===== src/rtl/eeprom_spi_reader.sv =====
// eeprom_spi_reader: SPI mode-0 initiator that requests the shared EEPROM bus,
// drives CSf/sel_f toward the chip-select mux, issues READ + 16-bit address and
// streams the returned bytes out on a valid/ready interface.
// Build option: define EEPROM_FAST_READ_EN to use opcode 0x0B followed by one
// dummy byte before the data phase.
module eeprom_spi_reader #(
    parameter int unsigned CLK_DIV = 4,
    parameter int unsigned LEN_W   = 8
) (
    input  logic             clk,
    input  logic             rst,
    input  logic             start,
    input  logic [1:0]       dev_sel,
    input  logic [15:0]      addr,
    input  logic [LEN_W-1:0] len,
    output logic             busy,
    output logic             done,
    output logic [7:0]       rd_data,
    output logic             rd_valid,
    input  logic             rd_ready,
    output logic             bus_req,
    input  logic             bus_gnt,
    output logic [1:0]       sel_f,
    output logic             CSf,
    output logic             sck,
    output logic             mosi,
    input  logic             miso
);

`ifdef EEPROM_FAST_READ_EN
    localparam logic [7:0]  OPCODE = 8'h0B;
    localparam int unsigned TX_W   = 32;
`else
    localparam logic [7:0]  OPCODE = 8'h03;
    localparam int unsigned TX_W   = 24;
`endif
    localparam logic [7:0] DIV_LAST = 8'(CLK_DIV - 1);

    typedef enum logic [3:0] {
        IDLE, REQ, CS_SETUP, CMD, ADDR, DUMMY, DATA, OUT, CS_HOLD, DONE
    } state_t;

    state_t            state;
    logic [7:0]        div_cnt;
    logic [4:0]        bit_cnt;
    logic [TX_W-1:0]   tx_sr;
    logic [7:0]        rx_sr;
    logic [LEN_W-1:0]  remaining;
    logic              phase_end;
    logic [4:0]        last_bit;

    assign phase_end = (div_cnt == DIV_LAST);

    // index of the final bit in the current shift state
    always_comb begin
        last_bit = 5'd7;
        if (state == ADDR) last_bit = 5'd15;
    end

    // transfer sequencer with registered SPI, handshake and bus outputs
    always_ff @(posedge clk or posedge rst) begin
        if (rst) begin
            state     <= IDLE;
            div_cnt   <= '0;
            bit_cnt   <= '0;
            tx_sr     <= '0;
            rx_sr     <= '0;
            remaining <= '0;
            busy      <= 1'b0;
            done      <= 1'b0;
            rd_data   <= '0;
            rd_valid  <= 1'b0;
            bus_req   <= 1'b0;
            sel_f     <= '0;
            CSf       <= 1'b1;
            sck       <= 1'b0;
            mosi      <= 1'b0;
        end else begin
            done <= 1'b0;
            case (state)
                IDLE: begin
                    if (start) begin
                        if (len != '0) begin
                            state     <= REQ;
                            busy      <= 1'b1;
                            bus_req   <= 1'b1;
                            sel_f     <= dev_sel;
                            remaining <= len;
                            tx_sr     <= TX_W'({OPCODE, addr}) << (TX_W - 24);
                        end else begin
                            state <= DONE;
                            done  <= 1'b1;
                        end
                    end
                end
                REQ: begin
                    if (bus_gnt) begin
                        state   <= CS_SETUP;
                        CSf     <= 1'b0;
                        div_cnt <= '0;
                    end
                end
                CS_SETUP: begin
                    if (phase_end) begin
                        state   <= CMD;
                        div_cnt <= '0;
                        bit_cnt <= '0;
                        mosi    <= tx_sr[TX_W-1];
                        tx_sr   <= {tx_sr[TX_W-2:0], 1'b0};
                    end else begin
                        div_cnt <= div_cnt + 8'd1;
                    end
                end
                CMD, ADDR, DUMMY, DATA: begin
                    if (!phase_end) begin
                        div_cnt <= div_cnt + 8'd1;
                    end else begin
                        div_cnt <= '0;
                        if (!sck) begin
                            sck <= 1'b1;
                            if (state == DATA) rx_sr <= {rx_sr[6:0], miso};
                        end else begin
                            // falling edge closes the bit; the next bit goes out now
                            sck   <= 1'b0;
                            mosi  <= tx_sr[TX_W-1];
                            tx_sr <= {tx_sr[TX_W-2:0], 1'b0};
                            if (bit_cnt == last_bit) begin
                                bit_cnt <= '0;
                                case (state)
                                    CMD:   state <= ADDR;
`ifdef EEPROM_FAST_READ_EN
                                    ADDR:  state <= DUMMY;
`else
                                    ADDR:  state <= DATA;
`endif
                                    DUMMY: state <= DATA;
                                    default: begin
                                        state    <= OUT;
                                        rd_data  <= rx_sr;
                                        rd_valid <= 1'b1;
                                    end
                                endcase
                            end else begin
                                bit_cnt <= bit_cnt + 5'd1;
                            end
                        end
                    end
                end
                OUT: begin
                    if (rd_ready) begin
                        rd_valid  <= 1'b0;
                        remaining <= remaining - LEN_W'(1);
                        div_cnt   <= '0;
                        // remaining != 1 is the same test as (remaining - 1) != 0
                        if (remaining != LEN_W'(1)) state <= DATA;
                        else                        state <= CS_HOLD;
                    end
                end
                CS_HOLD: begin
                    if (phase_end) begin
                        state   <= DONE;
                        CSf     <= 1'b1;
                        done    <= 1'b1;
                        busy    <= 1'b0;
                        bus_req <= 1'b0;
                        sel_f   <= '0;
                    end else begin
                        div_cnt <= div_cnt + 8'd1;
                    end
                end
                DONE: begin
                    state <= IDLE;
                end
                default: begin
                    state <= IDLE;
                end
            endcase
        end
    end

endmodule


===== config.mk =====
export PLATFORM = sky130hd
export DESIGN_NAME = eeprom_spi_reader
export DESIGN_NICKNAME = d
export VERILOG_FILES = /design/src/rtl/eeprom_spi_reader.sv
export SDC_FILE = /design/constraint.sdc
export NUM_CORES = 1
export LEC_CHECK = 0
export ABC_AREA = 1
export BUFFER_PORTS_ARGS = -buffer_cell sky130_fd_sc_hd__buf_2
export CAP_MARGIN = 20
export CORE_ASPECT_RATIO = 1.4
export CORE_UTILIZATION = 62
export CTS_BUF_LIST = sky130_fd_sc_hd__clkbuf_16
export DETAILED_ROUTE_END_ITERATION = 12
export HOLD_SLACK_MARGIN = 0.15
export PLACE_DENSITY = 0.88
export SETUP_SLACK_MARGIN = 0.1
export SLEW_MARGIN = 20
export SYNTH_ARGS = -nofsm -noshare
export SYNTH_HDL_FRONTEND = slang
export SYNTH_SLANG_ARGS = --single-unit

===== constraint.sdc =====
create_clock -name clk -period 4.6 [get_ports clk]
set_input_delay 0.23 -clock clk [delete_from_list [all_inputs] [get_ports clk]]
set_output_delay 0.23 -clock clk [all_outputs]
set_load 0.01 [all_outputs]

==> results_dict.tcl, run 1 <==
set metrics [dict create \
    die_w_um 69.2 \
    h-tree-depth 3 \
    fin_tns_setup_ps 0 \
    max_clock_freq_mhz 397 \
    synth.distinct_cells 33 \
    antenna_cells 0 \
    numCtsBuffers 9 \
    hp-start "dev_sel[1]" \
    ir_drop_mv 0.452 \
    ys_seq_area_share_pct 46.7 \
    status "finished clean" \
    die-area_um2 6640 \
    numClockSinks 73 \
    place.gp.congestion 0.938 \
    whs_endpoint "sel_f[1]" \
    cp.arrival_ps 2790 \
    fillCellCount 435 \
    ant_nets 0 \
    critPathMaxStageDelay_ps 500 \
    wl_per_cell_um 14.2 \
    nets 598 \
    r2r_slack_ps 2080 \
    crit_buf_inv 0 \
    p_per_area_nw_per_um2 674 \
    ys_async_sr_fraction_pct 100 \
    drc 0 \
    antenna_found_initial 0 \
    holdCritPathClass "input port to flip-flop" \
    floorplan.die.height_um 96.0 \
    port_buffers 48 \
    criticalPathCategory "flip-flop to flip-flop" \
    grt_pass1_wl_mm 15.4 \
    clk_pin_slew_worst_paths_ps 60 \
    slowest_stage "nand2_2" \
    clockBufferDepth 2 \
    dpl.hpwl_mm 5.93 \
    whs_path_depth 3 \
    initial_core_util_pct 65.4 \
    max_cap_viol_count 0 \
    grt_pass1_vias 3481 \
    path_cells "nor2_2 > nand2_1 > nand2_1 > nand3_2 > nand2_2 > nor2_1 > nor2_1" \
    dr_total_vias 3616 \
    cts_tree "yes" \
    post-cts-setup-buffers 0 \
    row_count 33 \
    finalSetupViolations 0 \
    required_ps 4860 \
    cts-root-buf "clkbuf_16" \
    grtUsageTotal_pct 29.4 \
    start_kind "flip-flop" \
    tightest_slew_ps 896 \
    syn_inst 519 \
    grt_max_degree 74 \
    yosys_register_bits 73 \
    layout-drive-gt1-share_pct 15.2 \
    placed_area_um2 4130 \
    crit_family "simple AND/OR/NAND/NOR gates" \
    leakage_nw 2.32 \
    cp_max_fo 29 \
    rsz0062_at_grt "false" \
    area_growth_pct 13.9 \
    ios 49 \
    ff2ff_path_depth 7 \
    synth_ff_type "dfrtp_1" \
    viasPerCell 5.68 \
    wirelength_mm 9.02 \
    timing.final.crit_share_pct 54.8 \
    finalHoldViolations 0 \
    synth.avg_cell_area_um2 7.54 \
    fin_crit_ps 2520 \
    synth-edff-count 0 \
    worst_r2r_endpoint "tx_sr[16]" \
    clkLatencyLatePin_ps 340 \
    finClkSkew_ps 4.78 \
    endpoint_kind "flip-flop" \
    coreArea_um2 5990 \
    synthesis.nets 555 \
    overflow 0 \
    drtIter0Drc 424 \
    ys_warn_count 0 \
    firstDrtPassIters 5 \
    r2r_start "state[3]" \
    drv_slew 0 \
    syn_area_um2 3910 \
    design_area_um2 4460 \
    relSlewSlack_pct 40.3 \
]
-- routing by layer --
| metal | track usage, % | wire length, µm | vias up |
|---|---|---|---|
| met1 | 34.7 | 3730 | 1681 |
| li1 | - | - | 1760 |
| met2 | 50.6 | 4450 | 144 |
| met4 | 13.8 | 286 | 0 |
| met5 | 0 | 0 | - |
| met3 | 7.33 | 560 | 31 |
-- state kept, by name, indices dropped and copies added, names as in the netlist --
signal,flops
CSf,1
bit_cnt,5
bus_req,1
div_cnt,8
done,1
mosi,1
rd_data,8
rd_valid,1
remaining,8
rx_sr,8
sck,1
sel_f,2
state,4
tx_sr,24
-- how the worst max path moves through the flow --
stage | from | to | slack, ps | cells past startpoint
finish | state[3] | tx_sr[16] | 2080 | 7
global route | state[0] | tx_sr[21] | 1900 | 7
detailed placement | state[3] | tx_sr[21] | 2160 | 6
global placement | state[3] | tx_sr[23] | 2260 | 6
CTS | state[3] | tx_sr[16] | 2120 | 7
floorplan | rst | bit_cnt[0] | 2520 | 1
-- tightest hold or removal path, cell delays in order --
cell and delay, ps:
buf_2 80, nand3_1 70, nand2_1 70
-- cell usage after synthesis (4+ instances only) --
cell	count	area, µm²
ha_1	4	50.1
o21ai_0	46	230
dfrtp_1	72	1800
buf_2	6	30.0
nand2_2	4	25.0
nand2_1	171	642
nor2_1	40	150
nand4_1	5	31.3
inv_1	47	176
inv_2	4	15.0
nand3_1	64	320
buf_4	7	52.6
o21ai_1	5	25.0
xor2_1	6	52.6
-- area by class of cell --
cell class,count,area [µm²],area share [%]
clock buffers,9,225,5.05
clock inverters,7,93.8,2.10
inverters,51,191,4.29
multi-input cells,376,1770,39.6
flip-flops and latches,73,1830,41.0
well taps,70,87.6,1.96
repair buffers,51,265,5.95
-- stage by stage --
stage	cells	utilization (%)	worst slack [ps]	hold WS (ps)	total power [mW]
floorplan	519	-	2520	332	2.02
global placement	620	69.0	2260	456	2.17
detailed placement	620	69.0	2160	465	2.22
CTS	637	74.5	2120	151	2.99
global route	637	74.5	1900	168	3.24
finish	637	74.5	2080	144	3.01
-- what timing repair did --
item                      CTS  global route
hold endpoints to repair    1             0
gates resized for setup     0             0
hold buffers                1             0
-- layout by cell type, fill, tap and decap left out, types with 4 or more instances in the layout --
| cell type | instances |
|---|---|
| buf_2 | 48 |
| clkbuf_16 | 9 |
| dfrtp_1 | 72 |
| ha_1 | 4 |
| inv_1 | 46 |
| inv_2 | 5 |
| nand2_1 | 171 |
| nand2_2 | 4 |
| nand3_1 | 64 |
| nand4_1 | 5 |
| nor2_1 | 40 |
| o21ai_0 | 46 |
| o21ai_1 | 5 |
| xor2_1 | 6 |
-- power by group --
part           total [mW]  switching [mW]  leakage [nW]  internal (mW)
Sequential           1.00           0.153         0.949          0.846
Clock               0.748           0.273         0.153          0.474
Combinational        1.26           0.873          1.22          0.386
Total                3.01            1.30          2.32           1.71
-- cells by family (layout without fill, tap and decap cells) --
| logic type | Yosys count | in the layout | share of synthesized area [%] |
|---|---|---|---|
| DFF | 73 | 73 | 46.7 |
| buffers and inverters | 70 | 118 | 8.15 |
| and+or+nand+nor | 299 | 299 | 33.0 |
| adders and majority gates | 4 | 4 | 1.28 |
| xor gates and xnor gates | 8 | 8 | 1.79 |
| AOI/OAI and AO/OA | 65 | 65 | 9.11 |
Power figures use the tool's default switching activity.
==> run 2: changes to the inputs <==
CORE_UTILIZATION = 58   (was 62)
PLACE_DENSITY = 0.84   (was 0.88)
clock period = 2.5 ns   (was 4.6 ns; I/O delays follow)
==> run 2 against run 1 <==
Clock-buffer cell count unchanged. Clock power increased by 64%. Global-route usage decreased by 0.99 points. Hold slack improved by 12 ps.
==> results_dict.tcl, run 2 (synthesis gave the netlist of run 1 again) <==
set metrics [dict create \
    seqPwrFrac_pct 33.6 \
    die-area_um2 7090 \
    ff2ff_path_depth 8 \
    dr_total_vias 3700 \
    use_met1_pct 33.2 \
    leakage_nw 2.43 \
    grtUsageTotal_pct 28.4 \
    grt_pass1_wl_mm 15.8 \
    switching_share_pct 44.7 \
    area_growth_pct 20.9 \
    floorplan.die.height_um 99.2 \
    p_per_area_nw_per_um2 1160 \
    global_route.usage.met2_pct 48.0 \
    finClkSkew_ps 5.98 \
    wl_per_cell_um 13.8 \
    clkPwrFrac_pct 22.4 \
    cts_tree "yes" \
    wirelength_mm 9.29 \
    largest_register "tx_sr" \
    cp.arrival_ps 2500 \
    status "finished clean" \
    grt_pass1_vias 3626 \
    multi_input_area_um2 1770 \
    power.switching_mw 2.45 \
    p_int_mw 3.03 \
    row_count 35 \
    fillCellCount 481 \
    firstDrtPassIters 5 \
    p_total_mw 5.47 \
    ant_nets 0 \
    seq_area_um2 1830 \
    clockBufferDepth 2 \
    ctsResizeCount 0 \
    required_ps 2770 \
    numCtsBuffers 9 \
    whs_path_depth 5 \
    grt_max_degree 44 \
    max_clock_freq_mhz 449 \
    max_cap_viol_count 0 \
    drtIter0Drc 258 \
    antenna_cells 0 \
    antenna_found_initial 0 \
    die_w_um 71.4 \
    port_buffers 48 \
    coreArea_um2 6570 \
    endpoint_kind "flip-flop" \
    overflow 0 \
    layout_commonest_cell "nand2_1" \
    largest_reg_flops 24 \
    holdCritPathClass "input port to flip-flop" \
    fin_crit_ps 2230 \
    layout-drive-gt1-share_pct 15.2 \
    fin_tns_setup_ps 0 \
    clkLatencyLatePin_ps 340 \
    ir_drop_mv 0.689 \
    tightest_slew_ps 718 \
    p_comb_share_pct 44.0 \
    ios 49 \
    drc 0 \
    post-cts-setup-buffers 0 \
    rsz0062_at_grt "false" \
    relSlewSlack_pct 52.1 \
    drv_slew 0 \
    initial_core_util_pct 59.6 \
    grtUsageMet3_pct 6.08 \
    h-tree-depth 3 \
    clk_pin_slew_worst_paths_ps 60 \
    criticalPathCategory "flip-flop to flip-flop" \
    finalSetupViolations 0 \
    finalHoldViolations 0 \
    cts-root-buf "clkbuf_16" \
    start_kind "flip-flop" \
    cp_max_fo 19 \
    place.gp.congestion 0.916 \
    top_usage_layer "met2" \
    dpl.hpwl_mm 6.13 \
    viasPerCell 5.51 \
    timing.final.crit_share_pct 89.1 \
    numClockSinks 73 \
    final_cell_mix "171 x nand2_1, 72 x dfrtp_1, 64 x nand3_1" \
    nets 628 \
]
==> run 2: metal layers <==
layer,routed length [µm],vias to the layer above
met2,4700,129
met5,0,-
met1,3810,1719
met3,385,43
li1,-,1809
met4,397,0
==> run 2: final cells by class <==
cell class / instances / area share, %
clock buffer: 9 / 4.76
tap: 74 / 1.96
clock inverter: 7 / 1.27
inverter: 51 / 4.05
sequential: 73 / 38.6
multi-input combinational: 376 / 37.3
timing repair buffer: 81 / 12.0
==> run 2: per-stage QoR <==
stage	setup WS, ps	util, %	cell area (µm²)	instances	hold slack [ps]
6_report	271	72.0	4730	671	157
5_1_grt	115	72.0	4730	671	173
4_1_cts	343	72.0	4730	671	165
3_5_place_dp	379	63.6	4180	628	282
3_3_place_gp	451	63.6	4180	628	275
2_1_floorplan	523	-	3910	519	227
==> run 2: power groups by stage <==
| stage | clock [mW] | sequential, mW | combinational, mW |
|---|---|---|---|
| floorplan | 0 | 1.77 | 1.95 |
| global placement | 0 | 1.82 | 2.25 |
| detailed placement | 0 | 1.84 | 2.33 |
| CTS | 1.23 | 1.83 | 2.38 |
| global route | 1.29 | 1.88 | 2.74 |
| finish | 1.23 | 1.84 | 2.41 |
==> run 2: worst max-delay path, stage by stage, from the launching register on <==
cell,delay [ps]
dfrtp_1,530
nand2_1,160
nand2_2,300
nand2_4,140
nand2_2,130
nand3_2,260
nand2_2,390
nand2_1,120
nand2_1,110
==> run 2: repair_timing <==
item	4_1_cts	5_1_grt
hold buffers	27	0
setup endpoints to repair	0	0
hold endpoints to repair	55	0
==> run 2: path summary, 6_finish.rpt <==
| path | slack, ps | start | endpoint |
|---|---|---|---|
| worst max-delay path | 270 | state[0] | tx_sr[9] |
| worst min-delay path | 160 | addr[1] | tx_sr[1] |
| worst max register to register | 270 | state[0] | tx_sr[9] |
| worst min register to register | 480 | sel_f[0] | sel_f[0] |
| max in group asynchronous | 1370 | rst | mosi |
| min in group asynchronous | 470 | rst | state[2] |
